**config.mk**
```make
export PLATFORM = sky130hd
export DESIGN_NAME = seq_rec_ctrl
export DESIGN_NICKNAME = d
export VERILOG_FILES = /design/src/rtl/seq_rec_pkg.sv /design/src/rtl/seq_rec_core.sv /design/src/rtl/seq_rec_ctrl.sv
export SDC_FILE = /design/constraint.sdc
export NUM_CORES = 1
export LEC_CHECK = 0
export CAP_MARGIN = 20
export CORE_ASPECT_RATIO = 1.1
export CORE_MARGIN = 3
export CORE_UTILIZATION = 41
export DETAILED_ROUTE_END_ITERATION = 12
export GPL_TIMING_DRIVEN = 0
export PLACE_DENSITY = 0.77
export SLEW_MARGIN = 20
export SYNTH_ARGS = -nofsm -noshare
export SYNTH_HDL_FRONTEND = slang
export SYNTH_HIERARCHICAL = 1
export SYNTH_SLANG_ARGS = --single-unit
```
**constraint.sdc**
```tcl
create_clock -name clk -period 2.46 [get_ports clk]
set_input_delay 0.246 -clock clk [delete_from_list [all_inputs] [get_ports clk]]
set_output_delay 0.246 -clock clk [all_outputs]
set_load 0.005 [all_outputs]
```
**src/rtl/seq_rec_pkg.sv**
```systemverilog
// Shared state encodings for the 3-ones sequence recognizer controller and its detector core.
package seq_rec_pkg;

  typedef enum logic [1:0] {
    IDLE  = 2'd0,
    SHIFT = 2'd1,
    DONE  = 2'd2
  } ctrl_state_e;

  // Detector state counts consecutive ones seen so far, saturating at two.
  typedef enum logic [1:0] {
    DET_S0 = 2'd0,
    DET_S1 = 2'd1,
    DET_S2 = 2'd2
  } det_state_e;

endpackage

```
**src/rtl/seq_rec_core.sv**
```systemverilog
// Mealy recognizer: d_out pulses in the cycle the third (or later) consecutive 1 arrives.
// en low returns the detector to its empty state so runs never span words.
module seq_rec_core
  import seq_rec_pkg::*;
(
  input  logic clk,
  input  logic rst_n,
  input  logic en,
  input  logic d_in,
  output logic d_out
);

  det_state_e state_q;
  det_state_e state_d;

  always_ff @(posedge clk or negedge rst_n) begin
    if (!rst_n) state_q <= DET_S0;
    else        state_q <= state_d;
  end

  always_comb begin
    state_d = DET_S0;
    d_out   = 1'b0;
    if (en && d_in) begin
      case (state_q)
        DET_S0:  state_d = DET_S1;
        DET_S1:  state_d = DET_S2;
        DET_S2: begin
          state_d = DET_S2;
          d_out   = 1'b1;
        end
        default: state_d = DET_S0;
      endcase
    end
  end

endmodule

```
**src/rtl/seq_rec_ctrl.sv**
```systemverilog
// Word-serial 3-ones recognizer: accepts a word, shifts it LSB first through the detector,
// then holds hit_cnt/hit_mask in DONE until the consumer takes it (abort or reset cancels).
module seq_rec_ctrl
  import seq_rec_pkg::*;
#(
  parameter  int WIDTH = 16,
  localparam int CNT_W = $clog2(WIDTH + 1)
) (
  input  logic             clk,
  input  logic             rst_n,
  input  logic             in_valid,
  output logic             in_ready,
  input  logic [WIDTH-1:0] in_data,
  input  logic             abort,
  output logic             out_valid,
  input  logic             out_ready,
  output logic [CNT_W-1:0] hit_cnt,
  output logic [WIDTH-1:0] hit_mask,
  output logic             busy
);

  localparam int               IDX_W = $clog2(WIDTH);
  localparam logic [IDX_W-1:0] LAST  = IDX_W'(WIDTH - 1);

  ctrl_state_e      state_q;
  ctrl_state_e      state_d;
  logic [WIDTH-1:0] shift_reg;
  logic [IDX_W-1:0] bit_idx;
  logic             load;
  logic             step;
  logic             det_en;
  logic             det_hit;

  seq_rec_core u_core (
    .clk   (clk),
    .rst_n (rst_n),
    .en    (det_en),
    .d_in  (shift_reg[0]),
    .d_out (det_hit)
  );

  always_ff @(posedge clk or negedge rst_n) begin
    if (!rst_n) state_q <= IDLE;
    else        state_q <= state_d;
  end

  always_comb begin
    state_d = state_q;
    load    = 1'b0;
    step    = 1'b0;
    det_en  = 1'b0;
    case (state_q)
      IDLE: begin
        if (in_valid) begin
          load    = 1'b1;
          state_d = SHIFT;
        end
      end
      SHIFT: begin
        if (abort) begin
          state_d = IDLE;
        end else begin
          det_en = 1'b1;
          step   = 1'b1;
          if (bit_idx == LAST) state_d = DONE;
        end
      end
      // abort wins over out_ready; both land in IDLE but only a handshake counts as delivery.
      DONE: begin
        if (abort || out_ready) state_d = IDLE;
      end
      default: state_d = IDLE;
    endcase
  end

  always_ff @(posedge clk or negedge rst_n) begin
    if (!rst_n) begin
      shift_reg <= '0;
      bit_idx   <= '0;
      hit_cnt   <= '0;
      hit_mask  <= '0;
    end else if (load) begin
      shift_reg <= in_data;
      bit_idx   <= '0;
      hit_cnt   <= '0;
      hit_mask  <= '0;
    end else if (step) begin
      shift_reg <= shift_reg >> 1;
      bit_idx   <= bit_idx + IDX_W'(1);
      if (det_hit) begin
        hit_mask <= hit_mask | (WIDTH'(1) << bit_idx);
        hit_cnt  <= hit_cnt + CNT_W'(1);
      end
    end
  end

  assign in_ready  = (state_q == IDLE);
  assign out_valid = (state_q == DONE);
  assign busy      = (state_q != IDLE);

endmodule

```
==> results.sh, run 1 <==
export IMPL_die_w_um=72.88
export IMPL_total_power_mw=1.646
export IMPL_hold_path_class="in2async"
export IMPL_crit_path_start_kind="flop"
export IMPL_max_freq_mhz=429.6
export IMPL_fin_nets=280
export IMPL_htreeDepth=2
export IMPL_fin_crit_sh_pct=94.63
export IMPL_place_gp_congestion=0.7607
export IMPL_placementRows=26
export IMPL_syn_avg_cell_area_sq_um=10.19
export IMPL_hold_violations=0
export IMPL_cts_root_buf="clkbuf_8"
export IMPL_p_per_area_nw_per_um2=617.9
export IMPL_min_period_ps=2328
export IMPL_synth_flop_cell="dfrtp_1"
export IMPL_worst_clock_skew_ps=3.569
export IMPL_wire_per_inst_um=13.25
export IMPL_drv_cap=0
export IMPL_clock_latency_ps=290
export IMPL_start_util_pct=43.06
export IMPL_via_per_inst=5.123
export IMPL_routed_wl_um=4080
export IMPL_vdd_drop_max_mv=0.3882
export IMPL_fp_coreArea_sq_um=4684
export IMPL_slew_headroom_pct=66.55
export IMPL_path_clk_slew_ps=80
export IMPL_grt_pass1_wl_um=6969
export IMPL_dr_pass1_iters=4
export IMPL_hpwl_um=3007
export IMPL_drc_errors=0
export IMPL_syn_num_nets=227
export IMPL_die_height_um=79.56
export IMPL_grt_max_degree=28
export IMPL_overflow=0
export IMPL_die_area_sq_um=5798
export IMPL_cts_tree="yes"
export IMPL_post_cts_setup_buffers=0
export IMPL_p_leak_nw=1.244
export IMPL_vias=1578
export IMPL_grt_pass1_vias=1564
export IMPL_grt_usage_pct=15.15
export IMPL_syn_inst=198
export IMPL_synthArstFlopShare_pct=100.0
export IMPL_diodes=0
export IMPL_drtAntennaViolNets=0
export IMPL_clockBufferDepth=2
export IMPL_drive_above_1_share_pct=8.730
export IMPL_antenna_found_initial=0
export IMPL_numCtsBuffers=5
export IMPL_arrival_ps=2560
export IMPL_post_place_ws_ps=-155.1
export IMPL_crit_path_max_fanout=12
export IMPL_setup_worst_path_end_class="flop"
export IMPL_yosys_warnings=6
export IMPL_rsz0062_at_grt="false"
export IMPL_status="completed"
export IMPL_area_delta_synth_final_pct=32.07
export IMPL_worst_pin_slew_ps=499.5
export IMPL_drtIter0Drc=58
export IMPL_synth_edff_count=0
export IMPL_critical_path_class="reg2reg"
export IMPL_io_pins=45
export IMPL_cts_num_sinks=45
export IMPL_fin_tns_setup_ps=0
export IMPL_synth_area_sq_um=2017
export IMPL_cp_required_ps=2690
export IMPL_yosysSeqAreaShare_pct=55.83
export IMPL_ys_types=31
export IMPL_slew_viol_final=0
export IMPL_ys_ff_latch=45
export IMPL_port_buffers=44
export IMPL_worst_slack_ps=132.0
export IMPL_setup_violations=0
export IMPL_nFillCells=433
worst paths after layout:
kind	slack [ps]	to	cells past startpoint	startpoint
hold reg to reg	470	hit_cnt[4]	1	hit_cnt[4]
setup reg to reg	130	hit_mask[10]	9	state_q[1]
min in group clk	470	hit_cnt[4]	1	hit_cnt[4]
max in group asynchronous	1550	bit_idx[2]	3	rst_n
setup / recovery	130	hit_mask[10]	9	state_q[1]
hold / removal	430	hit_mask[3]	2	rst_n
layout make-up:
cell class	count	area, sq um	area share (%)
repair buffers	46	465.4	17.47
clock inverters	1	5.005	0.1879
clock buffers	7	96.34	3.617
multi-input cells	134	814.5	30.58
flip-flops and latches	45	1127	42.32
well taps	56	70.07	2.630
plain buffers	11	55.05	2.067
inverters	8	30.03	1.127
cell usage after synthesis (2+ instances only):
library cell / number / area share [%]
nand4_1: 2 / 0.62
and3b_1: 2 / 0.87
a22o_1: 12 / 5.2
o21ai_0: 3 / 0.74
mux2i_1: 4 / 2.0
nor2b_1: 2 / 0.62
inv_1: 7 / 1.3
a22oi_1: 3 / 1.1
clkbuf_1: 7 / 1.3
or3_1: 2 / 0.62
a31oi_1: 4 / 1.2
dfrtp_1: 45 / 56
nor2_1: 20 / 3.7
buf_2: 3 / 0.74
nand3_1: 4 / 0.99
ha_1: 8 / 5.0
a21oi_1: 28 / 6.9
nand2_1: 24 / 4.5
and2_1: 3 / 0.93
and3_1: 4 / 1.2
layer usage:
metal	up-vias	share of wire [%]	GRT usage (%)
met2	39	50	25.72
met3	2	5.2	3.904
met5	-	0	0
li1	791	-	-
met4	0	0.20	3.321
met1	746	44	19.30
power breakdown:
group          switching (mW)  internal, mW
clock                   0.236         0.254
combinational           0.153         0.128
sequential             0.0558         0.819
total                   0.445          1.20
critical path, cell delays in order, from the launching register on:
cell	delay, ps
dfrtp_2	440
or3b_1	390
buf_2	170
inv_2	140
buf_6	170
and3_1	160
and4bb_2	240
clkbuf_4	200
and3b_2	240
a22o_1	130
kinds of logic (layout without fill, tap and decap cells):
| group | after synthesis | count (layout) | synth area share, % |
|---|---|---|---|
| adders and majority gates | 8 | 8 | 4.963 |
| DFF | 45 | 45 | 55.83 |
| and+or+nand+nor | 70 | 70 | 17.12 |
| xor gates and xnor gates | 1 | 1 | 0.4343 |
| muxes | 4 | 4 | 1.985 |
| buffers and inverters | 19 | 73 | 4.094 |
| AOI/OAI and AO/OA | 51 | 51 | 15.57 |
per-stage QoR:
step / hold WS (ps) / util, % / std cells / area, sq um
3_3_place_gp: 462.9 / 53.95 / 298 / 2527
4_1_cts: 432.7 / 56.65 / 308 / 2654
2_1_floorplan: -49.59 / - / 198 / 2017
6_report: 425.4 / 56.86 / 308 / 2664
5_1_grt: 455.3 / 56.86 / 308 / 2664
3_5_place_dp: 215.9 / 54.27 / 299 / 2542
what timing repair did:
item                       in CTS  in global routing
setup endpoints to repair       0                  9
hold endpoints to repair       18                  0
hold buffers                    1                  0
gates resized for setup         0                  4
placed cells by master (no fill, tap or decap), types with 2 or more instances in the layout:
master           netlist  routed
dfrtp_1               45      44
clkdlybuf4s50_1        0      43
a21oi_1               28      28
nand2_1               24      24
nor2_1                20      20
a22o_1                12      12
ha_1                   8       8
inv_1                  7       7
clkbuf_1               7       7
clkbuf_8               0       7
and3_1                 4       4
mux2i_1                4       4
a31oi_1                4       4
nand3_1                4       4
buf_2                  3       3
o21ai_0                3       3
and2_1                 3       3
a22oi_1                3       3
nor2b_1                2       2
nor3b_2                1       2
nand4_1                2       2
or3_1                  2       2
No activity file was read; power rests on OpenSTA's default activity.
==> run 2: changes to the inputs <==
TNS_END_PERCENT = 20   (was not set)
==> results of run 2 <==
Final layout, timing and power as in run 1 (identical DEF).
==> edit 1, RTL diff (config.mk and constraints of run 1) <==
Re-encode `ctrl_state_e` (3 states) as one-hot, 3 bits wide.
--- a/src/rtl/seq_rec_pkg.sv
+++ b/src/rtl/seq_rec_pkg.sv
@@ -1,10 +1,10 @@
 // Shared state encodings for the 3-ones sequence recognizer controller and its detector core.
 package seq_rec_pkg;
 
-  typedef enum logic [1:0] {
-    IDLE  = 2'd0,
-    SHIFT = 2'd1,
-    DONE  = 2'd2
+  typedef enum logic [2:0] {
+    IDLE  = 3'b001,
+    SHIFT = 3'b010,
+    DONE  = 3'b100
   } ctrl_state_e;
 
   // Detector state counts consecutive ones seen so far, saturating at two.
Formal check against the unedited RTL: same outputs for any inputs over 10 cycles, from zero or initial values and one cycle with rst_n low; not proved beyond that.
==> edit 1 against run 1 <==
Worst setup slack worse by 19 ps. Wire length up 19%. Critical path type unchanged. Sequential power up 14%. Combinational power up 41%. Maximum frequency down 0.80%. Total power up 13%. Die area up 4.6%. Synthesized area up 5.0%. Sequential cell count up 1. Clock skew up 5.4 ps. Design area up 3.5%.
==> edit 1: results (changes against run 1) <==
run_status:
  status: "completed"  # unchanged
finish:
  inv_count: 9  # was 8
  multi_input_area_share_pct: 31.3  # was 30.6%
  layout.nets: 308  # was 280
  buf_share_pct: 19.6  # was 19.5%
  regArea_um2: 1150  # was 1130 µm²
  multi_input_cells: 157  # was 134
  drive_above_1_share_pct: 6.79  # was 8.73%
  n_all_buffers: 60  # was 57
  clock_area_share_pct: 3.31  # was 3.80%
power_and_ir_drop:
  ir_drop_v: 0.000386  # was 0.000388 V
  p_leak_nw: 1.21  # was 1.24 nW
timing:
  holdWs_ps: 386  # was 425 ps
  slew_headroom_pct: 65.9  # was 66.6%
  fin_skew_ps: 9.00  # was 3.57 ps
place:
  gp_congestion: 0.790  # was 0.761
  dp.cells: 327  # was 299
  place_area_um2: 2640  # was 2540 µm²
  post-dp-hpwl_mm: 3.51  # was 3.01 mm
drt:
  drt_iter0_markers: 142  # was 58
  wl_per_cell_um: 14.5  # was 13.2 µm
grt:
  grt_pass1_wl_mm: 8.23  # was 6.97 mm
  grt_pass1_vias: 1798  # was 1564
  track_usage_pct: 17.6  # was 15.1%
  grt_max_degree: 34  # was 28
worst_setup_path:
  max_stage_delay_ps: 580  # was 440 ps
  r2r_end: "hit_cnt[0]"  # was hit_mask[10]
  reg2reg_depth: 8  # was 9
yosys:
  syn-num-nets: 255  # was 227
  synth_most_common_cell: "nand2_1"  # was dfrtp_1
  synth_commonest_cells: "nand2_1 (49), dfrtp_1 (45), nor2_1 (17), o21ai_0 (17), a31oi_1 (16)"  # was dfrtp_1 (45), a21oi_1 (28), nand2_1 (24)
  ys_seq_area_share_pct: 54.4  # was 55.8%
clocking:
  cts_sinks: 46  # was 45
edit 1: repair_timing:
item	CTS	global route
hold buffers	1	0
endpoints found under the hold margin	13	0
endpoints found under the setup margin	14	1
gates resized for setup	4	4
edit 1: kinds of logic (layout without fill, tap and decap cells):
| kind of cell | count (synthesis) | after routing | share of synthesized area, % |
|---|---|---|---|
| AOI/OAI and AO/OA | 49 | 49 | 13.6 |
| buffers and inverters | 23 | 77 | 4.79 |
| DFF | 46 | 46 | 54.4 |
| adders and majority gates | 8 | 8 | 4.73 |
| muxes | 1 | 1 | 0.473 |
| and+or+nand+nor | 99 | 99 | 22.0 |
edit 1: power breakdown:
group          total (mW)  leakage (nW)  switching (mW)  internal (mW)
Clock               0.470        0.0482           0.243          0.227
Combinational       0.395         0.569           0.219          0.176
Sequential           1.00         0.594          0.0989          0.903
edit 1: how the worst max path moves through the flow:
stage / startpoint / cells after the start / to / slack [ps]
final: state_q[2] / 8 / hit_cnt[0] / 110
after global routing: state_q[2] / 8 / hit_cnt[0] / 5
after CTS: state_q[2] / 8 / hit_cnt[0] / 40
after detailed placement: abort / 9 / hit_cnt[0] / -450
after global placement: abort / 9 / hit_cnt[0] / -410
after floorplan: state_q[2] / 8 / hit_cnt[0] / 120
edit 1: routing by layer:
metal | track usage [%] | vias up | share of wire, %
met4 | 4.98 | 0 | 1.3
met5 | 0 | - | 0
met1 | 22.5 | 869 | 45
met3 | 3.84 | 8 | 4.8
li1 | - | 879 | -
met2 | 29.8 | 56 | 49
edit 1: stage by stage:
stage          util (%)  power (mW)
6_report           57.3        1.87
5_1_grt            57.3        1.99
4_1_cts            57.1        1.88
3_5_place_dp       54.9        1.41
3_3_place_gp       54.6        1.38
2_1_floorplan         -        1.24
==> edit 2, RTL diff (flow settings as in run 1) <==
Made on the original files. Change the parameter `WIDTH` from 16 to 64.
--- a/src/rtl/seq_rec_ctrl.sv
+++ b/src/rtl/seq_rec_ctrl.sv
@@ -3,7 +3,7 @@
 module seq_rec_ctrl
   import seq_rec_pkg::*;
 #(
-  parameter  int WIDTH = 16,
+  parameter  int WIDTH = 64,
   localparam int CNT_W = $clog2(WIDTH + 1)
 ) (
   input  logic             clk,
Interface: changed (resized hit_cnt, hit_mask and in_data); port bits go from 45 to 143. No check against the original RTL was run, so the function may have changed too.
==> edit 2 against run 1 <==
Sequential cell count is 100 higher. Synthesized area grew to 3.1 times the old value. Design area grew to 3.3 times the old value. Wire length grew to 4.2 times the old value. Worst hold slack worse by 78 ps. Total power grew to 3.9 times the old value. Sequential power grew to 3.2 times the old value. Global-route usage is 5.3 points higher. Worst setup slack worse by 57 ps. Maximum frequency is 2.4% lower. Clock power grew to 5.4 times the old value.
==> edit 2: results (changes against run 1) <==
run_status:
  status: "completed"  # unchanged
yosys:
  synth_area_leaders: "dfrtp_1 (57%), nand2_1 (10%), a31oi_1 (6.1%)"  # was dfrtp_1 (56%), a21oi_1 (6.9%), a22o_1 (5.2%)
  synth_warnings: 6  # unchanged
  synthMuxAreaShare_pct: 0.475  # was 1.99%
  synth_compound_area_share_pct: 15.4  # was 15.6%
  synth_commonest_cells: "nand2_1 (173), dfrtp_1 (145), nor2_1 (74)"  # was dfrtp_1 (45), a21oi_1 (28), nand2_1 (24)
  async_reset_ff_share_pct: 100  # unchanged
  ys_seq_area_share_pct: 57.4  # was 55.8%
  ys_types: 48  # was 31
  syn-num-nets: 751  # was 227
  synthAdderAreaFrac_pct: 1.58  # was 4.96%
  synth-xor-area-share_pct: 0.139  # was 0.434%
clocking:
  clk_latency_ps: 420  # was 290 ps
  htreeDepth: 4  # was 2
  postCtsHoldBufs: 1  # unchanged
  post_cts.repair.setup_buffers: 2  # was 0
  cts_buffers: 17  # was 5
  clkTransAtPathRegs_ps: 60  # was 80 ps
  cts_root_buf: "clkbuf_16"  # was clkbuf_8
  ctsResizeCount: 10  # was 0
hold_path:
  min_path_cells: 3
  hold_path.class: "in2reg"  # was in2async
  min_from: "in_data[63]"
grt:
  met3_usage_pct: 6.21  # was 3.90%
  met1_usage_pct: 25.5  # was 19.3%
  grt_pass1_vias: 5408  # was 1564
  track_usage_pct: 20.4  # was 15.1%
  met2_usage_pct: 34.3  # was 25.7%
  grt_max_degree: 75  # was 28
  grt_pass1_wl_mm: 27.5  # was 6.97 mm
finish:
  drive_above_1_share_pct: 8.83  # was 8.73%
  fillers: 1349  # was 433
  layout.nets: 913  # was 280
  utilization_pct: 59.0  # was 56.9%
drt:
  totalWireLength_mm: 17.2  # was 4.08 mm
  wl_met1_mm: 7.42  # was 1.80 mm
  met2WireLength_mm: 8.48  # was 2.06 mm
  wl_met3_um: 998  # was 212 µm
  vias_per_cell: 5.26  # was 5.12
  first_pass_iters: 5  # was 4
  drt_iter0_markers: 413  # was 58
worst_setup_path:
  cp_max_fo: 16  # was 12
  cp_slowest_cell: "or4b_4"  # was dfrtp_2
  max_stage_delay_ps: 640  # was 440 ps
  reg2reg_depth: 7  # was 9
  r2r_slack_ps: 80  # was 130 ps
  reg2reg_from: "state_q[1]"  # unchanged
  r2r_end: "hit_mask[10]"  # unchanged
power_and_ir_drop:
  internal_power_mw: 4.67  # was 1.20 mW
  pwr-share-comb_pct: 14.7  # was 17.1%
  ir_drop_v: 0.000420  # was 0.000388 V
  pg_seq_mw: 2.84  # was 0.875 mW
  p_leak_nw: 3.75  # was 1.24 nW
place:
  post-dp-hpwl_mm: 12.1  # was 3.01 mm
  io_buffers: 142  # was 44
  gp_congestion: 0.806  # was 0.761
timing:
  fin_skew_ps: 6.47  # was 3.57 ps
  holdWs_ps: 347  # was 425 ps
  worst_pin_slew_ps: 564  # was 500 ps
## edit 2: logic make-up after synthesis
| kind of cell | Yosys count |
|---|---|
| buffers and inverters | 69 |
| AND/OR/NAND/NOR | 296 |
| flip-flops | 145 |
| adder cells (fa/ha/maj) | 8 |
| AO/OA/AOI/OAI | 152 |
| XOR/XNOR | 1 |
| multiplexers | 3 |
## edit 2: worst max path at each step
| stage | startpoint | to | cells past startpoint | slack (ps) |
|---|---|---|---|---|
| final | state_q[1] | hit_mask[10] | 7 | 80 |
| after global routing | state_q[1] | hit_mask[10] | 7 | -0.006 |
| after CTS | state_q[1] | hit_mask[60] | 8 | -10 |
| after detailed placement | abort | hit_mask[31] | 9 | -790 |
| after global placement | rst_n | shift_reg[45] | 1 | -4640 |
| after floorplan | state_q[1] | hit_mask[23] | 8 | 110 |
## edit 2: worst max-delay path: cells and delay by family, from the launching register on
family	cells	cell delay, ps
compound gates	1	160
buf+inv	2	280
flops	1	350
simple gates	4	1510
## edit 2: through the flow
stage | total power [mW] | setup TNS (ps) | area, µm² | worst slack (ps) | instances
floorplan | 3.42 | 0 | 6320 | 108 | 674
global placement | 3.78 | -705770 | 7980 | -4640 | 1008
detailed placement | 3.82 | -35330 | 8010 | -792 | 1009
CTS | 6.49 | -12.7 | 8670 | -12.7 | 1041
global route | 6.76 | -0.00555 | 8690 | -0.00555 | 1041
finish | 6.45 | 0 | 8690 | 75.1 | 1041
## edit 2: area by class of cell
class                      instances  area share (%)
inverter                          17           0.878
clock buffer                      18            4.94
multi-input combinational        460            27.9
tap                              192            2.76
sequential                       145            41.8
buffer                            49            2.74
timing repair buffer             146            17.0
clock inverter                    14            2.04
